## config.mk

```make
export PLATFORM = sky130hd
export DESIGN_NAME = cordic_vector
export DESIGN_NICKNAME = d
export VERILOG_FILES = /design/src/rtl/cordic_pkg.sv /design/src/rtl/cordic_atan_lut.sv /design/src/rtl/cordic_vector.sv
export SDC_FILE = /design/constraint.sdc
export NUM_CORES = 1
export LEC_CHECK = 0
export CAP_MARGIN = 5
export CORE_ASPECT_RATIO = 2
export CORE_UTILIZATION = 41
export DETAILED_ROUTE_END_ITERATION = 10
export MAX_ROUTING_LAYER = met4
export PLACE_DENSITY = 0.62
export SLEW_MARGIN = 5
export SYNTH_ARGS = -nofsm -noshare
export SYNTH_HDL_FRONTEND = slang
export SYNTH_SLANG_ARGS = --single-unit
```

## constraint.sdc

```tcl
create_clock -name CLK -period 4.1 [get_ports CLK]
set_input_delay 0.82 -clock CLK [delete_from_list [all_inputs] [get_ports CLK]]
set_output_delay 0.82 -clock CLK [all_outputs]
set_load 0.02 [all_outputs]
```

## src/rtl/cordic_pkg.sv

```systemverilog
// Shared constants for the vectoring and rotation CORDIC blocks: sizes,
// the arctangent table and the angle clamp helper.
package cordic_pkg;

   localparam int ITERATIONS = 8;
   localparam int ITER_W     = $clog2(ITERATIONS);
   localparam int DATA_W     = 8;
   localparam int INT_W      = 10;

   // 1/K in 8-bit fixed point; the rotation block pre-scales with this.
   localparam logic [DATA_W-1:0] ROT_UNITY = 8'd155;

   // atan(2^-i) in units where 256 = 90 degrees.
   localparam logic [DATA_W-1:0] ATAN_TABLE [0:ITERATIONS-1] = '{
      8'd128, 8'd76, 8'd40, 8'd20, 8'd10, 8'd5, 8'd3, 8'd1
   };

   typedef enum logic [1:0] {
      IDLE   = 2'd0,
      RUN    = 2'd1,
      FINISH = 2'd2
   } state_t;

   function automatic logic [DATA_W-1:0] clamp_angle(input logic [INT_W-1:0] z);
      if (z[INT_W-1])
         return '0;
      else if (|z[INT_W-2:DATA_W])
         return '1;
      else
         return z[DATA_W-1:0];
   endfunction

endpackage

```

## src/rtl/cordic_atan_lut.sv

```systemverilog
// Combinational arctangent lookup, one entry per CORDIC micro-rotation.
module cordic_atan_lut
   import cordic_pkg::*;
(
   input  logic [ITER_W-1:0] idx,
   output logic [DATA_W-1:0] angle
);

   assign angle = ATAN_TABLE[idx];

endmodule

```

## src/rtl/cordic_vector.sv

```systemverilog
// Iterative vectoring CORDIC: drives y to zero over eight micro-rotations,
// returning atan2(y, x) and the gain-scaled magnitude.
//
//   state  | meaning
//   IDLE   | waiting for START; last result held on ANGLE/MAG
//   RUN    | one micro-rotation per clock, iteration index 0..7
//   FINISH | latch clamped angle and magnitude, pulse DONE
module cordic_vector
   import cordic_pkg::*;
(
   input  logic              CLK,
   input  logic              RESET,
   input  logic              START,
   input  logic [DATA_W-1:0] X_IN,
   input  logic [DATA_W-1:0] Y_IN,
   output logic              BUSY,
   output logic              DONE,
   output logic [DATA_W-1:0] ANGLE,
   output logic [INT_W-1:0]  MAG
);

   state_t state, state_nxt;

   logic              capture, iterate, finish;
   logic [ITER_W-1:0] iter;
   logic [INT_W-1:0]  x, y, z;
   logic              zero_op;

   logic [DATA_W-1:0] atan_a;
   logic [INT_W-1:0]  a_ext, x_sh, y_sh;
   logic [INT_W-1:0]  x_nxt, y_nxt, z_nxt;
   logic              y_neg;

   cordic_atan_lut u_atan_lut (
      .idx   (iter),
      .angle (atan_a)
   );

   always_ff @(posedge CLK) begin
      if (!RESET)
         state <= IDLE;
      else
         state <= state_nxt;
   end

   always_comb begin
      state_nxt = state;
      capture   = 1'b0;
      iterate   = 1'b0;
      finish    = 1'b0;
      case (state)
         IDLE: begin
            if (START) begin
               capture   = 1'b1;
               state_nxt = RUN;
            end
         end
         RUN: begin
            iterate = 1'b1;
            if (iter == ITER_W'(ITERATIONS - 1))
               state_nxt = FINISH;
         end
         FINISH: begin
            finish    = 1'b1;
            state_nxt = IDLE;
         end
         default: state_nxt = IDLE;
      endcase
   end

   // y and z are two's complement; x stays non-negative so a logical shift suffices.
   always_comb begin
      y_neg = y[INT_W-1];
      a_ext = INT_W'(atan_a);
      x_sh  = x >> iter;
      y_sh  = $signed(y) >>> iter;
      if (y_neg) begin
         x_nxt = x - y_sh;
         y_nxt = y + x_sh;
         z_nxt = z - a_ext;
      end else begin
         x_nxt = x + y_sh;
         y_nxt = y - x_sh;
         z_nxt = z + a_ext;
      end
   end

   always_ff @(posedge CLK) begin
      if (!RESET) begin
         x       <= '0;
         y       <= '0;
         z       <= '0;
         iter    <= '0;
         zero_op <= 1'b0;
         BUSY    <= 1'b0;
         DONE    <= 1'b0;
         ANGLE   <= '0;
         MAG     <= '0;
      end else begin
         DONE <= 1'b0;
         if (capture) begin
            x       <= INT_W'(X_IN);
            y       <= INT_W'(Y_IN);
            z       <= '0;
            iter    <= '0;
            zero_op <= (X_IN == '0) && (Y_IN == '0);
            BUSY    <= 1'b1;
         end else if (iterate) begin
            x    <= x_nxt;
            y    <= y_nxt;
            z    <= z_nxt;
            iter <= iter + 1'b1;
         end else if (finish) begin
            // The origin has no defined angle; report 0 rather than the accumulated sweep.
            ANGLE <= zero_op ? '0 : clamp_angle(z);
            MAG   <= x;
            DONE  <= 1'b1;
            BUSY  <= 1'b0;
         end
      end
   end

endmodule
```

# Word level (Yosys, flattened, before mapping)
# Memories as Yosys holds them, arrays and structs flattened.
# Index checks and enable logic that the tools add are counted.
# word_totals
reg_bits	56
rom_bits	64
input_bits	19
output_inout_bits	20
elab_cells	67
n_memories	1
# classes
add_sub_neg	7
order_cmp	1
n_eq_ne	6
shifts	2
muxes	23
bitwise	4
reduce_logical	11
# mem_list
name	depth	word_bits	read_ports	rd_ports_with_merged_regs	write_ports	line	text
(no name shown)	8	8	1	0	0	cordic_atan_lut.sv:9	assign angle = ATAN_TABLE[idx];
# ops
op	count
2-to-1 mux 8 bit	9
2-to-1 mux 10 bit	3
adder 10 bit	2
subtractor 10 bit	2
logical NOT 8 bit	2
adder 10 x 8 -> 10 bit	1
>> shifter 10 x 3 -> 10 bit	1
>>> shifter 10 x 3 -> 10 bit	1
subtractor 10 x 8 -> 10 bit	1
2-to-1 mux 1 bit	8
inequality test 2 bit (second input constant)	3
>= comparator 4 bit (second input constant)	1
2-to-1 mux 2 bit	2
NOT 3 -> 4 bit	1
one-hot mux 2 bit (2 select lines)	1
AND reduction 2 bit	2
nonzero test 2 bit	2
adder 3 x 1 -> 3 bit (second input constant)	1
== test 3 bit (second input constant)	1
NOT 1 bit	3
AND reduction 3 bit	1
OR reduction 3 bit	1
== test 2 x 1 -> 1 bit (second input constant)	1
== test 2 bit (second input constant)	1
3 further kinds	3

# Longest topological paths before layout
# Gate-level depths: netlist of the first run.
# logic_depth
word_depth	6
depth_mapped	20
ltp_nobuf	17

# By module
# Synthesis of the first run repeated with hierarchy kept, for this count alone.
# hier_totals
cells_unflattened	556
hier_area_um2	4594.4
# by_module_without_submodules
module	instances	cells_per_inst	area_per_inst_um2	seq_area_each_um2
cordic_vector	1	542	4471.8	1121.1
cordic_atan_lut	1	14	122.6	0.0

# Least setup slack after synthesis of the first run
# OpenSTA, ideal clock, no wires.
# synth_path
kind	reg2reg
startpoint	reg iter[2]
endpoint	reg z[9]
setup_ns	0.072
arrival_ns	4.018
t_required_ns	4.028
slack_ns	0.011
stages_incl_launch_ff	20
path_buffers	4
period_less_slack_ns	4.089
cell_sequence	dfxtp_1 > buf_1 > clkbuf_1 > clkbuf_1 > clkbuf_1 > o21ai_0 > ha_1 > o21ai_0 > or2_2 > nor2_1 > o21ai_0 > a21oi_1 > a21oi_1 > ha_1 > a21o_1 > o32a_1 > o41a_1 > a31oi_1 > mux2i_1 > mux2i_1
# synth_via
elab_chain_len	6
word_cells_on_any_way	7
cone_classes	add/sub (2); mux (3); bitwise (1); memory (1)
# synth_rtl
element	line	text
start, declared	cordic_vector.sv:25	logic [ITER_W-1:0] iter;
start signal, assigned	cordic_vector.sv:112	iter <= iter + 1'b1;
NOT 3 -> 4 bit (not written as such) (*)	cordic_atan_lut.sv:9	
memory read (8 x 8 bit) (*)	-	
2-to-1 mux 8 bit (not written as such) (*) (2 in a row)	cordic_atan_lut.sv:9	
adder 10 x 8 -> 10 bit or subtractor 10 x 8 -> 10 bit (tied branches)	cordic_vector.sv:84, cordic_vector.sv:80	
2-to-1 mux 10 bit (*)	cordic_vector.sv:77	if (y_neg) begin
end signal, assigned	cordic_vector.sv:111	z <= z_nxt;
end, declared	cordic_vector.sv:26	logic [INT_W-1:0] x, y, z;
# Mark *: on every way between the ends. The rest lies on a longest branch, timed or not. The select of a mux whose other input is x is not followed.
# A chain may end at the register's enable or synchronous reset.

# Final worst setup path of the first run
# layout_path
startpoint	reg iter[0]
endpoint	reg x[9]
# layout_via
elab_chain_len	3
word_cells_on_any_way	4
cone_classes	add/sub (2); shift (1); mux (1)
# layout_rtl
element	line	text
>>> shifter 10 x 3 -> 10 bit (*)	cordic_vector.sv:76	y_sh = $signed(y) >>> iter;
adder 10 bit or subtractor 10 bit (tied branches)	cordic_vector.sv:82, cordic_vector.sv:78	
2-to-1 mux 10 bit (*)	cordic_vector.sv:77	
end signal, assigned	cordic_vector.sv:102	x <= INT_W'(X_IN);
end signal, assigned	cordic_vector.sv:109	x <= x_nxt;
end, declared	cordic_vector.sv:26	
# Mark *: on every way between the ends. The rest lies on a longest branch, timed or not.

==> results.tsv, run 1 <==
metric	value	unit
max-slew violations	0	
Mapped Area	4820	sq um
CTS tree	yes	
final core area utilization	0.483	
fin worst setup slack	311	ps
Max Clock Skew	11.1	ps
worst-path maximum fanout	31	
largest net degree at the start of global routing	35	
Port Buf Inserts	38	
commonest non-fill, non-tap cell in the layout	nand2_1	
CTS buffer count	5	
postcts setup bufs	0	
mux cell area share after synthesis	0.120	
fraction of the mapped netlist area in simple logic gates	0.191	
Placement Rows	55	
DRT Pass-1 Iters	5	
CP Data Required Time	4340	ps
post-synthesis compound-gate area fraction	0.252	
Post-DRT Antenna Nets	0	
Clock Tree Buf Depth	2	
I/O pin count	39	
remaining global-route overflow	0	
largest family of logic cells by synthesized area	compound AO/OA/AOI/OAI gates	
H-tree Lvls	2	
P_leak	2.11	nW
Synth Flop Type	dfxtp_1	
fraction of registers with async set/reset	0	
Global Route Usage Sum	0.251	
Die Area	12200	sq um
Power Dens Cells	550	nW/um^2
Die Wd	78.7	um
most frequent cells in the layout	nand2_1 (83), dfxtp_1 (56), o21ai_0 (45)	
Synth Area per Inst	8.02	sq um
Peak Freq	0.264	GHz
Initial Util	0.425	
worst rel slew slack	0.492	
Max rail drop VDD	237	uV
synthesized flop and latch total	56	
nets	685	
DP Wirelength	11200	um
XOR/XNOR Fraction of Synth Area	0.0446	
CTS clk-pin slew, worst paths	80	ps
core area	11400	sq um
CTS resizes	0	
RSZ-0062 raised after global routing	false	
starting DRC count in detailed routing	231	
DR vias/cell	6.05	
pre-CTS WS	326	ps
Max Cap Violations	0	
Total Wirelength	14400	um
number of diodes	0	
Synth Area in Adders	0.111	
Final Hold Violating Endpoints	0	
filler instances	1121	
CP Capture Type	flop	
period utilisation layout	0.924	
routed vias	4644	
P&R area growth vs syn	13.8	%
Post-synth EDFFs	0	
Synth cell types	64	
Worst Hold Class	flop to flop	
Final min period	3790	ps
syn nets	661	
Setup crit start kind	flop	
final instance area	5490	sq um
setup violators final	0	
area post-placement	5330	sq um
sequential-to-total area share from yosys stat	0.233	
number of global-route vias before repair	4508	
setup_tns	0	ps
hold_buf cts	0	
synth warn	0	
share of layout cells above drive strength 1	0.0735	
Final Wtd Congestion	0.935	
final hold slack	467	ps
status	complete, no violations	
CP Class	flop to flop	
WP data arrival	4030	ps
Clock Tree Root	clkbuf_16	
gate count after technology mapping	601	
CTS Sinks	56	
clk_lat worst skew	310	ps
wire per inst	18.8	um
Worst-Margin Slew	761	ps
Die H	155	um
antenna violations before repair	0	
first-pass GRT wire length	23100	um
DRC viols	0	
[stage by stage]
stage | instances | power, mW
global placement | 760 | 2.49
CTS | 768 | 3.02
detailed placement | 760 | 2.55
floorplan | 601 | 2.09
finish | 768 | 3.02
global route | 768 | 3.26
[Yosys cell counts (6+ instances only)]
library cell / number / area share
nor2b_1: 7 / 0.0091
mux2i_1: 15 / 0.031
a21o_1: 8 / 0.012
ha_1: 38 / 0.099
a21boi_0: 26 / 0.040
clkbuf_1: 23 / 0.018
o21a_1: 9 / 0.014
mux4_2: 15 / 0.070
a21oi_1: 41 / 0.043
o21ai_0: 45 / 0.047
nand2b_1: 7 / 0.0091
nand3_1: 13 / 0.013
o211ai_1: 14 / 0.022
and3_1: 6 / 0.0078
xor2_1: 7 / 0.013
nand2_1: 83 / 0.065
nor2_1: 45 / 0.035
inv_1: 22 / 0.017
dfxtp_1: 56 / 0.23
xnor2_1: 15 / 0.027
nor3_1: 18 / 0.019
[worst paths after layout]
kind	from	end	slack (ps)	cells after the start
setup reg to reg	iter[0]$_SDFFE_PP0P_	x[9]$_SDFFE_PP0P_	310	16
setup / recovery	iter[0]$_SDFFE_PP0P_	x[9]$_SDFFE_PP0P_	310	16
hold / removal	ANGLE[5]$_SDFFE_PN0P_	ANGLE[5]$_SDFFE_PN0P_	470	2
hold reg to reg	ANGLE[5]$_SDFFE_PN0P_	ANGLE[5]$_SDFFE_PN0P_	470	2
[where the power goes]
part           internal [mW]  total, mW  leakage, nW  switching [mW]
Clock                  0.233      0.460       0.0719           0.227
Combinational          0.806       1.81         1.58            1.00
Sequential             0.605      0.750        0.457           0.144
Total                   1.64       3.02         2.11            1.38
[sequential cells by signal, indices dropped and copies added (netlist names)]
| name | count |
|---|---|
| x | 10 |
| state | 2 |
| BUSY | 1 |
| z | 10 |
| DONE | 1 |
| ANGLE | 8 |
| iter | 3 |
| zero_op | 1 |
| MAG | 10 |
| y | 10 |
[cell type report]
cell class	instances	area [sq um]	share of cell area
multi-input cells	489	3470	0.632
flip-flops and latches	56	1120	0.204
repair buffers	49	475	0.0867
well taps	142	178	0.0324
clock buffers	5	125	0.0228
inverters	24	90.1	0.0164
clock inverters	3	27.5	0.00502
[critical path, cell delays in order (launching register included)]
cell and delay [ps]:
dfxtp_1 380, buf_12 220, mux4_2 610, mux2i_4 210, ha_1 190, nand2_1 70
nor3_1 370, nor3_1 90, a21oi_1 120, o21ai_0 90, ha_1 390, nand4_1 110
a21oi_1 200, o211ai_1 140, and3_1 180, o21ai_1 150, mux2i_1 190
[metal layers]
| metal | up-vias | global-route usage | share of wire |
|---|---|---|---|
| met1 | 2256 | 0.236 | 0.35 |
| met5 | - | - | 0 |
| met4 | 0 | 0.124 | 0.047 |
| li1 | 2234 | - | - |
| met3 | 37 | 0.0235 | 0.026 |
| met2 | 117 | 0.489 | 0.58 |
[cells by family after synthesis]
kind of cell / after synthesis
AO/OA/AOI/OAI: 187
XOR/XNOR: 23
adder cells (fa/ha/maj): 41
buffers and inverters: 56
flip-flops: 56
multiplexers: 36
AND/OR/NAND/NOR: 202
No activity file was read; power rests on OpenSTA's default activity.
==> inputs of run 2 (changes only) <==
- ABC_AREA: unset -> 1
- CORE_ASPECT_RATIO: 2 -> 0.9
==> run 2 against run 1 <==
Compared with the run above: combinational power down 23%; sequential power down 12%; setup slack better by 42 ps; via count up 3.1%; highest routed layer unchanged; clock power down 2%; largest cell class unchanged; flip-flop and latch count unchanged; non-clock buffer count down 1.
==> results.tsv, run 2 <==
metric	value	unit
status	complete, no violations	
Max Cap Violations	0	
Clock Tree Root	clkbuf_16	
max-slew violations	0	
WP data arrival	3960	ps
critical path, cell by cell	inv_2 -> ha_1 -> o21ai_0 -> ha_1 -> inv_1 -> nor3_1 -> inv_1 -> nor2_1 -> a21oi_1 -> xnor2_1 -> inv_1 -> ha_1 -> a21o_1 -> a31oi_1 -> nand3_1 -> a21o_1 -> nand3_1 -> nand2_1 -> nand2_1 -> nor2_1	
Total Wirelength	13100	um
CTS tree	yes	
number of diodes	0	
core area	11000	sq um
worst r2r path cells	20	
DRC viols	0	
DRT Pass-1 Iters	5	
CP Capture Type	flop	
routed vias	4787	
area post-placement	5210	sq um
sequential-to-total area share from yosys stat	0.237	
Port Buf Inserts	38	
Post-synth EDFFs	0	
CTS clk-pin slew, worst paths	80	ps
RSZ-0062 raised after global routing	false	
H-tree Lvls	2	
nets	820	
Clock Tree Buf Depth	2	
DP Wirelength	10200	um
P&R area growth vs syn	13.5	%
period utilisation layout	0.914	
commonest non-fill, non-tap cell in the layout	nand2_1	
synthesized flop and latch total	56	
pre-CTS WS	388	ps
Mapped Area	4720	sq um
most frequent cells in the layout	nand2_1 (165), inv_1 (76), o21ai_0 (67)	
Worst-Margin Slew	914	ps
CP Buf/Inv Count	4	
slowest stage cell, crit path	dfxtp_1	
Max Clock Skew	10.5	ps
I/O pin count	39	
Global Route Usage Sum	0.239	
CP Class	flop to flop	
Power Total	2.50	mW
reg2reg setup slack	350	ps
number of global-route vias before repair	4428	
CP top delay family	compound AO/OA/AOI/OAI gates	
CP Data Required Time	4310	ps
Synth Flop Type	dfxtp_1	
Worst Hold Class	flop to flop	
R2R Path End	z[9]$_SDFFE_PP0P_	
Min-Delay Endpoint	ANGLE[3]$_SDFFE_PN0P_	
Final Wtd Congestion	0.921	
Placement Rows	36	
worst rel slew slack	0.389	
Synth Area per Inst	6.44	sq um
fin worst setup slack	353	ps
Peak Freq	0.267	GHz
Final Hold Violating Endpoints	0	
area leader, netlist	dfxtp_1	
Final min period	3750	ps
Initial Util	0.428	
HP Start	ANGLE[3]$_SDFFE_PN0P_	
Post-DRT Antenna Nets	0	
final instance area	5360	sq um
Die H	104	um
top area cells in the synthesized netlist	dfxtp_1 (24%), nand2_1 (13%), ha_1 (10%), o21ai_0 (7.1%), a21oi_1 (6.9%)	
Reg2Reg Launch Point	iter[0]$_SDFFE_PP0P_	
Die Area	12000	sq um
share of layout cells above drive strength 1	0.0539	
CTS Sinks	56	
starting DRC count in detailed routing	294	
antenna violations before repair	0	
setup_tns	0	ps
max incr delay on CP	470	ps
Hold Path Depth	2	
first-pass GRT wire length	22100	um
wire per inst	14.4	um
CTS resizes	0	
setup violators final	0	
DR vias/cell	5.24	
syn nets	794	
Setup crit start kind	flop	
count leader, synth	nand2_1	
hold_buf cts	0	
clk_lat worst skew	300	ps
remaining global-route overflow	0	
share of the synthesized area in the top cell type	0.237	
CTS buffer count	5	
Max rail drop VDD	319	uV
Die Wd	115	um
largest net degree at the start of global routing	30	
P_leak	2.59	nW
Synth cell types	37	
postcts setup bufs	0	
fraction of registers with async set/reset	0	
Power Dens Cells	466	nW/um^2
synth warn	0	
worst-path maximum fanout	23	
gate count after technology mapping	734	
Commonest cells post-synth	nand2_1 (165), inv_1 (76), o21ai_0 (67), a21oi_1 (65), nand3_1 (63)	
## run 2: cell count changes after synthesis, moves of 22 or more
cell and delta:
nand3_1 +50, o21ai_0 +22, nand2_1 +82, a21boi_0 -25
a21oi_1 +24, inv_1 +54
## run 2: cell type report
cell class / instances / area [sq um]
Fill cell: 1169 / 5670
Multi-Input combinational cell: 566 / 3130
Clock buffer: 5 / 125
Tap cell: 152 / 190
Sequential cell: 56 / 1120
Clock inverter: 3 / 25.0
Timing Repair Buffer: 48 / 455
Inverter: 83 / 314
## run 2: cells by family (layout without fill, tap and decap cells)
group,count (synthesis),in the layout,share of synthesized area
xor+xnor,37,37,0.0686
compound gates,163,163,0.185
simple gates,325,325,0.296
buf+inv,112,139,0.0998
flops,56,56,0.237
fa+ha+maj,41,41,0.113
## run 2: per-layer routing
metal	global-route usage	share of wire
met5	-	0
met4	0.0686	0.016
met3	0.0298	0.047
met2	0.359	0.43
met1	0.335	0.51
## run 2: where the power goes
group / internal (mW) / total [mW] / switching (mW)
combinational: 0.538 / 1.39 / 0.848
clock: 0.232 / 0.450 / 0.218
sequential: 0.589 / 0.660 / 0.0708
total: 1.36 / 2.50 / 1.14
## run 2: through the flow
step / util / std cells / hold WS (ps)
2_1_floorplan: - / 734 / 448
3_3_place_gp: 0.472 / 905 / 453
5_1_grt: 0.486 / 913 / 495
3_5_place_dp: 0.472 / 905 / 456
6_report: 0.486 / 913 / 466
4_1_cts: 0.486 / 913 / 468
## run 2: worst min-delay path: stages (launching register included)
cell and delay [ps]:
dfxtp_1 310, nand2_1 60, a21oi_1 50
## run 2: worst max-delay path by stage
stage | startpoint | end | slack [ps] | depth (start not counted)
3_3_place_gp | iter[0]$_SDFFE_PP0P_ | z[9]$_SDFFE_PP0P_ | 520 | 20
4_1_cts | iter[0]$_SDFFE_PP0P_ | z[9]$_SDFFE_PP0P_ | 360 | 20
2_1_floorplan | iter[1]$_SDFFE_PP0P_ | z[9]$_SDFFE_PP0P_ | 900 | 22
6_report | iter[0]$_SDFFE_PP0P_ | z[9]$_SDFFE_PP0P_ | 350 | 20
3_5_place_dp | iter[0]$_SDFFE_PP0P_ | z[9]$_SDFFE_PP0P_ | 390 | 20
5_1_grt | iter[0]$_SDFFE_PP0P_ | z[9]$_SDFFE_PP0P_ | 30 | 21
==> inputs of run 3 (changes only) <==
- CAP_MARGIN: 5 -> unset
==> results of run 3 <==
Same layout as run 2: the final DEF is identical, and so are final timing and power.
==> RTL edit, RTL diff (flow settings as in run 3) <==
Make the reset (`RESET`) asynchronous in 2 clocked blocks.
--- a/src/rtl/cordic_vector.sv
+++ b/src/rtl/cordic_vector.sv
@@ -36,7 +36,7 @@
       .angle (atan_a)
    );
 
-   always_ff @(posedge CLK) begin
+   always_ff @(posedge CLK or negedge RESET) begin
       if (!RESET)
          state <= IDLE;
       else
@@ -85,7 +85,7 @@
       end
    end
 
-   always_ff @(posedge CLK) begin
+   always_ff @(posedge CLK or negedge RESET) begin
       if (!RESET) begin
          x       <= '0;
          y       <= '0;
Function: differs if RESET is asserted again (counterexample within 4 cycles, from zero or initial values and one cycle with RESET low); with RESET held inactive, the same outputs for 10 cycles.
==> RTL edit against run 3 <==
- final cell count shrank 2.3%
- core utilization shrank 0.54 points
- routed wire length grew 2.7%
- largest cell class unchanged
- synthesized area grew 3.9%
- worst setup slack gained 160 ps
- cell area grew 3.3%
- worst hold slack gained 9.0 ps
- sequential cell count is the same
Power is not shown: default switching activity piles up to over one toggle a cycle in this logic, so the estimate is an artifact.
==> RTL edit: results (changes against run 3) <==
crit-path max cell delay 580 ps (+110 ps); Global Route Usage Sum 23.3% (-0.69 points); number of global-route vias before repair 4511 (+1.9%); Crit-path slowest cell dfrtp_1; clk_lat worst skew approximately 310 ps; synth top area cells dfrtp_1, nand2_1, ha_1, nand3_1, inv_1; R2R cell count 17 (-15%); layout cells sized above 1 8.15% (+2.8 points); GPL Wtd Cong 0.930 (+0.93%); Critical Path AT 3810 ps (-150 ps); Ant. Diodes 0 (unchanged); ys async rst share 100% (+100 points); violation count after the first detailed-route iteration 445 (+51%); terminus of the critical flop-to-flop path z[7]; status finished clean; min-delay worst type reg2reg; clock root cell clkbuf_16; largest net degree at the start of global routing 35 (+17%); Syn. warnings 0 (unchanged); initial antenna violation count 0 (unchanged); Synth cell types 40 (+8.1%); clk slew on worst S/H paths 90 ps; number of gates resized after cts 0 (unchanged); DP HPWL 10200 um (+0.48%); r2r setup slk 510 ps (+160 ps); CTS Buffer Depth 2 (unchanged); Fillers 1156 (-1.1%); Post-synth top cells nand2_1, inv_1, dfrtp_1; cts bufs inserted 5 (unchanged); vias 4820 (+0.69%); total wire length 13500 um (+2.7%); Nets 796 (-2.9%); H-Tree Level Count 2 (unchanged); worst-path fanout max 25 (+8.7%); input/output buffers 38 (unchanged); post-CTS setup buffers 0 (unchanged); sequential fraction of the synthesis area 28.6% (+4.8 points); family with the most delay on the worst path compound AO/OA/AOI/OAI gates; measured slew at the worst slew-check pin 864 ps (-49.6 ps); Worst R2R Start iter[0]; first-pass GRT wire length 22500 um (+2.2%); DR pass1 iterations 5 (unchanged); Final Skew 11.8 ps (+1.32 ps); Syn Nets 766 (-3.5%); critical path class reg2reg
[RTL edit: cells by family (layout without fill, tap and decap cells)]
kind of cell,count (synthesis),in the layout,share of synthesized area [%]
adder cells (fa/ha/maj),42,42,11.2
flip-flops,56,56,28.6
XOR/XNOR,20,20,3.57
AO/OA/AOI/OAI,121,121,14.6
AND/OR/NAND/NOR,372,372,33.4
buffers and inverters,94,125,8.67
[RTL edit: how the worst min path moves through the flow]
| stage | end | start | depth (start not counted) | slack, ps |
|---|---|---|---|---|
| after floorplan | zero_op | zero_op | 2 | 450 |
| after detailed placement | MAG[6] | MAG[6] | 2 | 460 |
| final | MAG[6] | MAG[6] | 2 | 470 |
| after global placement | MAG[7] | MAG[7] | 2 | 450 |
| after global routing | MAG[6] | MAG[6] | 2 | 510 |
| after CTS | MAG[6] | MAG[6] | 2 | 480 |
[RTL edit: metal layers]
layer	track usage, %	routed length, um	vias to the layer above
met5	-	0	-
met4	5.84	183	0
met3	2.92	695	14
met2	34.5	5740	154
met1	33.3	6840	2253
li1	-	-	2399
[RTL edit: final cells by class]
class                   instances  share of cell area [%]
inverters                      70                    4.79
repair buffers                 47                    8.00
clock inverters                 3                   0.520
well taps                     156                    3.52
multi-input cells             555                    55.6
clock buffers                   5                    2.26
flip-flops and latches         56                    25.3
[RTL edit: through the flow]
| step | instance area [um^2] | hold WS, ps | worst slack [ps] | instances |
|---|---|---|---|---|
| 6_report | 5540 | 475 | 514 | 892 |
| 5_1_grt | 5540 | 509 | 145 | 892 |
| 2_1_floorplan | 4910 | 454 | 1120 | 705 |
| 4_1_cts | 5540 | 480 | 531 | 892 |
| 3_3_place_gp | 5390 | 453 | 630 | 884 |
| 3_5_place_dp | 5390 | 461 | 598 | 884 |
